<file path="src/rtl/pipe_pkg.sv">
// Shared pipeline definitions used by the OpenMIPS stage registers.
// Contents:
//   MEM_WB_PAYLOAD_W : width of the MEM->WB bundle (143 bits)
//   mem_wb_payload_t : MEM->WB bundle, MSB-first field order
//   MEM_WB_NOP       : all-zero bubble (every write-enable low)
//   occ_e            : stage occupancy / FSM state encoding
package pipe_pkg;

  localparam int MEM_WB_PAYLOAD_W = 143;

  typedef struct packed {
    logic [4:0]  wd;
    logic        wreg;
    logic [31:0] wdata;
    logic [31:0] hi;
    logic [31:0] lo;
    logic        whilo;
    logic        cp0_we;
    logic [4:0]  cp0_addr;
    logic [31:0] cp0_data;
    logic        LLbit_we;
    logic        LLbit_value;
  } mem_wb_payload_t;

  localparam mem_wb_payload_t MEM_WB_NOP = '0;

  // The stage state doubles as its occupancy count.
  typedef enum logic [1:0] {
    OCC_EMPTY = 2'd0,
    OCC_ONE   = 2'd1,
    OCC_FULL  = 2'd2
  } occ_e;

endpackage

</file>
<file path="src/rtl/sat_counter.sv">
// Saturating up-counter with synchronous clear.
// Ports:
//   clk, rst : clock, synchronous active-high reset (clears cnt)
//   inc      : add one this cycle unless already at all-ones
//   clr      : load zero; wins over inc
//   cnt      : current count
module sat_counter #(
  parameter int W = 16
) (
  input  logic         clk,
  input  logic         rst,
  input  logic         inc,
  input  logic         clr,
  output logic [W-1:0] cnt
);

  // Clear beats increment; the count sticks at all-ones instead of wrapping.
  always_ff @(posedge clk) begin
    if (rst) begin
      cnt <= '0;
    end else if (clr) begin
      cnt <= '0;
    end else if (inc && (cnt != {W{1'b1}})) begin
      cnt <= cnt + 1'b1;
    end
  end

endmodule

</file>
<file path="src/rtl/stage_reg_skid.sv">
// Parametrised valid/ready pipeline-stage register with optional 2-entry
// skid buffer, flush and a saturating back-pressure counter.
// Ports:
//   clk, rst     : clock, synchronous active-high reset (drops all entries)
//   flush        : discard every held entry and any same-cycle input
//   up_valid/up_ready/up_data : upstream handshake and payload
//   dn_valid/dn_ready/dn_data : downstream handshake and payload
//                               (dn_data is NOP_PAYLOAD while dn_valid=0)
//   occupancy    : number of held entries (0..2)
//   stall_cycles : saturating count of cycles with dn_valid & ~dn_ready
//   clr_cnt      : synchronous clear of stall_cycles
module stage_reg_skid
  import pipe_pkg::*;
#(
  parameter int                   PAYLOAD_W   = MEM_WB_PAYLOAD_W,
  parameter logic [PAYLOAD_W-1:0] NOP_PAYLOAD = '0,
  parameter int                   SKID_EN     = 1,
  parameter int                   CNT_W       = 16
) (
  input  logic                 clk,
  input  logic                 rst,
  input  logic                 flush,
  input  logic                 up_valid,
  output logic                 up_ready,
  input  logic [PAYLOAD_W-1:0] up_data,
  output logic                 dn_valid,
  input  logic                 dn_ready,
  output logic [PAYLOAD_W-1:0] dn_data,
  output logic [1:0]           occupancy,
  output logic [CNT_W-1:0]     stall_cycles,
  input  logic                 clr_cnt
);

  occ_e                 r_state;
  occ_e                 w_state_nxt;
  logic [PAYLOAD_W-1:0] r_main;
  logic [PAYLOAD_W-1:0] r_skid;
  logic                 r_up_ready;
  logic                 w_main_v;
  logic                 w_up_fire;
  logic                 w_dn_fire;
  logic                 w_load_main;
  logic                 w_load_skid;
  logic                 w_main_from_skid;

  assign w_main_v  = (r_state != OCC_EMPTY);
  assign w_up_fire = up_valid & up_ready;
  assign w_dn_fire = w_main_v & dn_ready;

  // With the skid buffer the ready is a flop so dn_ready never reaches
  // up_ready combinationally; without it the stage accepts whenever its
  // single slot is free or is being drained this cycle.
  generate
    if (SKID_EN != 0) begin : g_skid
      assign up_ready = r_up_ready;
    end else begin : g_noskid
      assign up_ready = ~w_main_v | dn_ready;
    end
  endgenerate

  // Next-state and data-steering decisions. Flush simply forces EMPTY: a
  // dn_fire in that cycle has already been sampled downstream, and any
  // up_fire is dropped because no load strobe is raised.
  always_comb begin
    w_state_nxt      = r_state;
    w_load_main      = 1'b0;
    w_load_skid      = 1'b0;
    w_main_from_skid = 1'b0;
    if (flush) begin
      w_state_nxt = OCC_EMPTY;
    end else begin
      case (r_state)
        OCC_EMPTY: begin
          if (w_up_fire) begin
            w_state_nxt = OCC_ONE;
            w_load_main = 1'b1;
          end
        end
        OCC_ONE: begin
          if (w_up_fire && w_dn_fire) begin
            w_load_main = 1'b1;
          end else if (w_up_fire && (SKID_EN != 0)) begin
            w_state_nxt = OCC_FULL;
            w_load_skid = 1'b1;
          end else if (w_dn_fire) begin
            w_state_nxt = OCC_EMPTY;
          end
        end
        OCC_FULL: begin
          if (w_dn_fire) begin
            w_state_nxt      = OCC_ONE;
            w_main_from_skid = 1'b1;
          end
        end
        default: w_state_nxt = OCC_EMPTY;
      endcase
    end
  end

  // State register; the registered ready mirrors "next state is not FULL".
  always_ff @(posedge clk) begin
    if (rst) begin
      r_state    <= OCC_EMPTY;
      r_up_ready <= 1'b1;
    end else begin
      r_state    <= w_state_nxt;
      r_up_ready <= (w_state_nxt != OCC_FULL);
    end
  end

  // Payload storage carries no reset: stale contents are never exposed
  // because dn_data is masked whenever main is invalid.
  always_ff @(posedge clk) begin
    if (w_load_main) begin
      r_main <= up_data;
    end else if (w_main_from_skid) begin
      r_main <= r_skid;
    end
    if (w_load_skid) begin
      r_skid <= up_data;
    end
  end

  assign dn_valid  = w_main_v;
  assign dn_data   = w_main_v ? r_main : NOP_PAYLOAD;
  assign occupancy = r_state;

  sat_counter #(
    .W(CNT_W)
  ) u_stall_cnt (
    .clk (clk),
    .rst (rst),
    .inc (w_main_v & ~dn_ready),
    .clr (clr_cnt),
    .cnt (stall_cycles)
  );

endmodule

</file>
<file path="config.mk">
export PLATFORM = sky130hd
export DESIGN_NAME = stage_reg_skid
export DESIGN_NICKNAME = d
export VERILOG_FILES = /design/src/rtl/pipe_pkg.sv /design/src/rtl/sat_counter.sv /design/src/rtl/stage_reg_skid.sv
export SDC_FILE = /design/constraint.sdc
export NUM_CORES = 1
export LEC_CHECK = 0
export BUFFER_PORTS_ARGS = -buffer_cell sky130_fd_sc_hd__buf_2
export CAP_MARGIN = 0
export CORE_AREA = 2 2 116 203
export CTS_CLUSTER_DIAMETER = 200
export DETAILED_ROUTE_END_ITERATION = 8
export DIE_AREA = 0 0 118 205
export GPL_ROUTABILITY_DRIVEN = 1
export PLACE_DENSITY = 0.81
export SETUP_SLACK_MARGIN = 0.1
export SYNTH_ARGS = -nofsm -noshare
export SYNTH_HDL_FRONTEND = slang
export SYNTH_SLANG_ARGS = --single-unit
</file>
<file path="constraint.sdc">
create_clock -name clk -period 34.5 [get_ports clk]
set_clock_uncertainty 0.1 [all_clocks]
set_input_delay 1.725 -clock clk [delete_from_list [all_inputs] [get_ports clk]]
set_output_delay 1.725 -clock clk [all_outputs]
set_load 0.01 [all_outputs]
</file>
### After elaboration in Yosys (flattened, before gate mapping)

Index checks and enable logic that the tools add are counted.

* flip-flop bits (word level): 305
* bits of input ports: 149
* output and inout bits: 163
* word-level logic and storage cells: 40

* add/subtract/negate cells: 1
* equal/unequal tests: 4
* multiplexer cells: 20
* bitwise logic cells: 4
* reduce and logical (&&, ||, !) cells: 6

Operators by type and width (number)
* $mux W143: 3
* $add A16 B1 Y16 const B: 1
* $ne A16 B16 Y1 const B: 1
* $mux W2: 6
* $mux W1: 9
* $pmux W2 S3: 1
* $reduce_bool A2 Y1: 2
* $and A1 B1 Y1: 3
* $eq A2 B1 Y1 const B: 1
* $eq A2 B2 Y1 const B: 1
* $logic_and A1 B1 Y1: 2
* $logic_not A2 Y1: 1
* $ne A2 B2 Y1 const B: 1
* $pmux W1 S2: 1
* $reduce_or A2 Y1: 1
* $not A1 Y1: 1

### Depth between registers and ports, before layout

* depth in word-level cells: 8
* depth in mapped cells: 6
* gate-level depth less buffers: 5

### Hierarchy

A second synthesis with hierarchy kept.

* cells, all modules: 728
* area, all modules: 12660.9 µm²

By module, submodules not included
* stage_reg_skid: instances 1, cells each 626, area each 11743.8 µm², seq. area each 8648.3 µm²
* sat_counter: instances 1, cells each 102, area each 917.1 µm², seq. area each 320.3 µm²

### Worst setup path after synthesis

OpenSTA, ideal clock, no wires.

* path type: input -> register
* from: input flush
* to: register r_skid[0] (enable)
* data arrival time: 15.461 ns
* required time: 33.403 ns
* setup slack: 17.942 ns
* stages: 1
* buffers on the path: 0
* cells stage by stage: nor4_1

* cells in the longest elaborated chain, start to end: 1

Ends and longest elaborated chain
* from (decl): RTL line stage_reg_skid.sv:22 `input logic flush,`
* $mux W1: RTL line stage_reg_skid.sv:69 `if (flush) begin`
* to (signal assigned): RTL line stage_reg_skid.sv:120 `r_skid <= up_data;`
* to (decl): RTL line stage_reg_skid.sv:37 `logic [PAYLOAD_W-1:0] r_skid;`

No other way between the ends.
A chain may end at the register's enable or synchronous reset.

### Worst setup path after layout

* from: input dn_ready
* to: register r_main[91] (data pin)

* cells in the longest elaborated chain, start to end: 6

Ends and longest elaborated chain
* from (decl): RTL line stage_reg_skid.sv:27 `input logic dn_ready,`
* $and A1 B1 Y1: RTL line stage_reg_skid.sv:48 `assign w_dn_fire = w_main_v & dn_ready;`
* $logic_and A1 B1 Y1: RTL line stage_reg_skid.sv:80 `if (w_up_fire && w_dn_fire) begin`
* $mux W1: RTL line stage_reg_skid.sv:80
* $pmux W1 S2: RTL line stage_reg_skid.sv:72 `case (r_state)`
* $mux W1: RTL line stage_reg_skid.sv:69
* $mux W143: RTL line stage_reg_skid.sv:114 `if (w_load_main) begin`
* to (signal assigned): RTL line stage_reg_skid.sv:115 `r_main <= up_data;`
* to (signal assigned): RTL line stage_reg_skid.sv:117 `r_main <= r_skid;`
* to (decl): RTL line stage_reg_skid.sv:36 `logic [PAYLOAD_W-1:0] r_main;`

No other way between the ends.

==> PnR_summary.wiki <==
{| class="wikitable"
! Metric !! Value
|-
| Die outline height || 205 um
|-
| Inserted Clock Buffers || 28
|-
| Final worst path period need || 4.66 ns
|-
| Number of cells in the design after placement || 1306
|-
| First-pass GRT wire length || 38800 um
|-
| Clock root cell || sky130_fd_sc_hd__clkbuf_16
|-
| Layout overhead on the synthesized area || 23.2%
|-
| Mapped Nets || 874
|-
| Critical R2R Capture || r_main[91]
|-
| Share of total power in the clock network || 0.408
|-
| Number of vias per cell || 5.28
|-
| Post-synthesis share of cell area spent on and, or, nand and nor gates || 0.101
|-
| Post-CTS repair timing setup buffer count || 0
|-
| RePlAce Congestion || 0.871
|-
| Share of flip-flops with an asynchronous set or reset || 0
|-
| Cell area power density || 51.9 nW/um2
|-
| Length of the first detailed-routing pass in iterations || 5
|-
| Post-cts sizing count || 0
|-
| Critical path type || primary input to flip-flop
|-
| TritonCTS clock tree || done
|-
| Pwr Total || 784 uW
|-
| Clock latency at the later pin of the worst-skew pair || 0.53 ns
|-
| Non-filler instance count after layout || 1368
|-
| Fraction of synthesized area in multiplexers || 0.131
|-
| Worst-path cell chain || buf_2, nand2b_1, nand2_1, nor2_4, buf_4, buf_4, mux2_2
|-
| Sequential Power Share || 0.531
|-
| Worst path slowest cell || sky130_fd_sc_hd__buf_4
|-
| Number of levels in the clock H-tree || 1
|-
| Slew HR || 0.262
|-
| Achievable Freq || 215 MHz
|-
| Post-route setup TNS || 0 ns
|-
| WP depth || 7
|-
| Internal Pwr Total || 626 uW
|-
| Synthesized-area fraction occupied by adder cells || 0.00102
|-
| Fraction of power spent switching nets || 0.202
|-
| Post-synthesis compound-gate area fraction || 0.0207
|-
| Largest delay contributor family on the critical path || buffers and inverters
|-
| Critical path destination || r_main[91]
|-
| FP Rows || 73
|-
| Max Cap Viol || 0
|-
| Number of antenna violations at the first check in global routing || 11
|-
| Worst-case hold slack || 0.425 ns
|-
| Class of the worst hold path || flip-flop to flip-flop
|-
| Nature of the critical path endpoint || flip-flop
|-
| Transition time of the tightest slew-check pin || 1.11 ns
|-
| Cell count after synthesis || 724
|-
| Worst path required time || 34.69 ns
|-
| Final design area excluding fillers || 15100 um2
|-
| DPL Wire Length || 16300 um
|-
| Remaining design rule violation count || 0
|-
| Synthesized-area fraction occupied by xor and xnor cells || 0.000714
|-
| Worst r2r path cells || 6
|-
| Maximum number of pins on one net before global-route repair || 144
|-
| Worst path setup slack after routing || 29.84 ns
|-
| Number of routed nets with antenna violations || 0
|-
| Clock slew at the register clock pins of the worst setup and hold paths || 0.06 ns
|-
| Quantity of hold-fixing buffers added after cts || 0
|-
| Instance area after placement || 14100 um2
|-
| Layout net count || 1186
|-
| Horizontal die dimension || 118 um
|-
| Result of the run || completed
|-
| Cell leakage power || 5.87 nW
|-
| Wire length reported by the detailed router || 25800 um
|-
| Synth Register Bits || 305
|-
| Final count of hold timing violations || 0
|-
| Warning count from the yosys run || 0
|-
| Worst-path maximum fanout || 66
|-
| Number of placed I/O pins || 312
|-
| Via count || 7225
|-
| CP arrival || 4.85 ns
|-
| Die Area || 24200 um2
|-
| Final Max Tran Viols || 0
|-
| Worst IR Drop VDD || 53.4 uV
|-
| Count of buffers from port buffering || 311
|-
| Count of flip-flops with a built-in enable after synthesis || 286
|-
| Total global routing track utilization || 0.204
|-
| Wirelength per Cell || 18.9 um
|-
| GR Overflow Total || 0
|-
| Startpoint of the most critical setup path || dn_ready
|-
| Critical path startpoint category || primary input
|-
| Final core utilization || 0.670
|-
| Number of clock sinks || 305
|-
| Share of the clock period used by the worst path || 0.135
|-
| Worst reg2reg setup slack || 30.70 ns
|-
| Unrepaired setup endpoints after global routing || false
|-
| Worst reg2reg startpoint || occupancy[1]
|-
| Flip-flop cell with the highest count after synthesis || sky130_fd_sc_hd__edfxtp_1
|-
| Largest family of logic cells by synthesized area || multiplexers
|-
| Number of distinct library cells after synthesis || 43
|-
| Area of the mapped netlist || 12300 um2
|-
| Post-synthesis area per instance || 16.9 um2
|-
| Core area || 22600 um2
|-
| Initial drt markers || 526
|-
| Count of buffer and inverter cells on the critical path || 3
|-
| Effective utilization at floorplan || 0.544
|-
| Fraction of final layout cells sized beyond drive strength 1 || 0.486
|-
| Endpoints failing setup || 0
|-
| Share of synthesized area occupied by flip-flops and latches || 0.731
|-
| Switch Pwr || 158 uW
|-
| Number of global-route vias before repair || 7303
|-
| Worst slack at placement || 29.28 ns
|-
| Portion of total power attributed to combinational logic || 0.060
|-
| Max Buffers Root-to-Sink || 3
|-
| Most repeated library cell on the critical path || sky130_fd_sc_hd__buf_4
|-
| Biggest cell delay along the critical path || 0.83 ns
|}
[cells in the final DEF (no fill, tap or decap), drive strengths merged, types with 3 or more instances in the layout]
master  count
dfxtp      19
a21oi      12
and4        3
clkbuf     39
nand4       8
mux2      143
and2      143
or3         5
nor4        4
nor2        6
clkinv      9
buf       316
bufinv      3
or2         3
nand3       7
o21ai       7
nand2      11
diode      10
edfxtp    286
or4         3
[layer usage]
| layer | GRT usage | vias to the layer above | part of all wire |
|---|---|---|---|
| li1 | - | 3358 | - |
| met4 | 0.106 | 4 | 0.039 |
| met3 | 0.0420 | 63 | 0.056 |
| met5 | 0 | - | 0.00081 |
| met1 | 0.238 | 3525 | 0.37 |
| met2 | 0.357 | 275 | 0.53 |
[cells in the mapped netlist, types with 5 or more instances]
master / instances / share of area
sky130_fd_sc_hd__nand2_1: 11 / 0.0034
sky130_fd_sc_hd__or3_1: 5 / 0.0026
sky130_fd_sc_hd__and2_1: 143 / 0.073
sky130_fd_sc_hd__edfxtp_1: 286 / 0.70
sky130_fd_sc_hd__nand3_1: 7 / 0.0029
sky130_fd_sc_hd__a21oi_1: 12 / 0.0049
sky130_fd_sc_hd__nand4_1: 8 / 0.0041
sky130_fd_sc_hd__buf_2: 10 / 0.0041
sky130_fd_sc_hd__buf_4: 7 / 0.0043
sky130_fd_sc_hd__mux2_2: 143 / 0.13
sky130_fd_sc_hd__nor2_1: 5 / 0.0015
sky130_fd_sc_hd__o21ai_0: 7 / 0.0029
sky130_fd_sc_hd__dfxtp_1: 19 / 0.031
sky130_fd_sc_hd__clkbuf_1: 17 / 0.0052
[worst reg2reg max path, stage by stage (launching register included)]
cell	delay, ns
sky130_fd_sc_hd__dfxtp_1	0.39
sky130_fd_sc_hd__and3b_1	0.27
sky130_fd_sc_hd__nand2_1	0.13
sky130_fd_sc_hd__nor2_4	0.67
sky130_fd_sc_hd__buf_4	0.83
sky130_fd_sc_hd__buf_4	0.69
sky130_fd_sc_hd__mux2_2	0.48
[how the worst min path moves through the flow]
stage / from / to / slack, ns / cells after the start
final: u_stall_cnt.cnt[8] / u_stall_cnt.cnt[8] / 0.43 / 1
after global routing: u_stall_cnt.cnt[8] / u_stall_cnt.cnt[8] / 0.45 / 1
after CTS: u_stall_cnt.cnt[8] / u_stall_cnt.cnt[8] / 0.43 / 1
after detailed placement: u_stall_cnt.cnt[8] / u_stall_cnt.cnt[8] / 0.41 / 1
after global placement: u_stall_cnt.cnt[8] / u_stall_cnt.cnt[8] / 0.41 / 1
after floorplan: u_stall_cnt.cnt[8] / u_stall_cnt.cnt[8] / 0.42 / 1
[power by group through the flow]
stage	Clock [mW]	Sequential, mW	Combinational, mW
global route	0.340	0.417	0.0515
floorplan	0	0.427	0.0260
CTS	0.328	0.416	0.0479
detailed placement	0	0.424	0.0476
global placement	0	0.424	0.0466
finish	0.320	0.416	0.0473
[cell families (layout without fill, tap and decap cells)]
logic type                 count (synthesis)  count (layout)
xor gates and xnor gates                   1               1
other                                      0              10
buffers and inverters                     36             370
muxes                                    143             143
AOI/OAI and AO/OA                         38              38
adders and majority gates                  1               1
and+or+nand+nor                          200             200
DFF                                      305             305
[area by class of cell]
type,instances,area [um2]
timing repair buffer,316,1620
inverter,2,7.51
clock inverter,13,139
multi-input combinational,383,3150
tap,300,375
sequential,305,8970
fill,1619,7450
clock buffer,39,826
antenna,10,25.0
[registers in the layout (all words and copies together) (netlist names)]
| name | cells |
|---|---|
| occupancy | 2 |
| u_stall_cnt.cnt | 16 |
| r_skid | 143 |
| r_main | 143 |
| up_ready | 1 |
No activity file was read; power rests on OpenSTA's default activity.
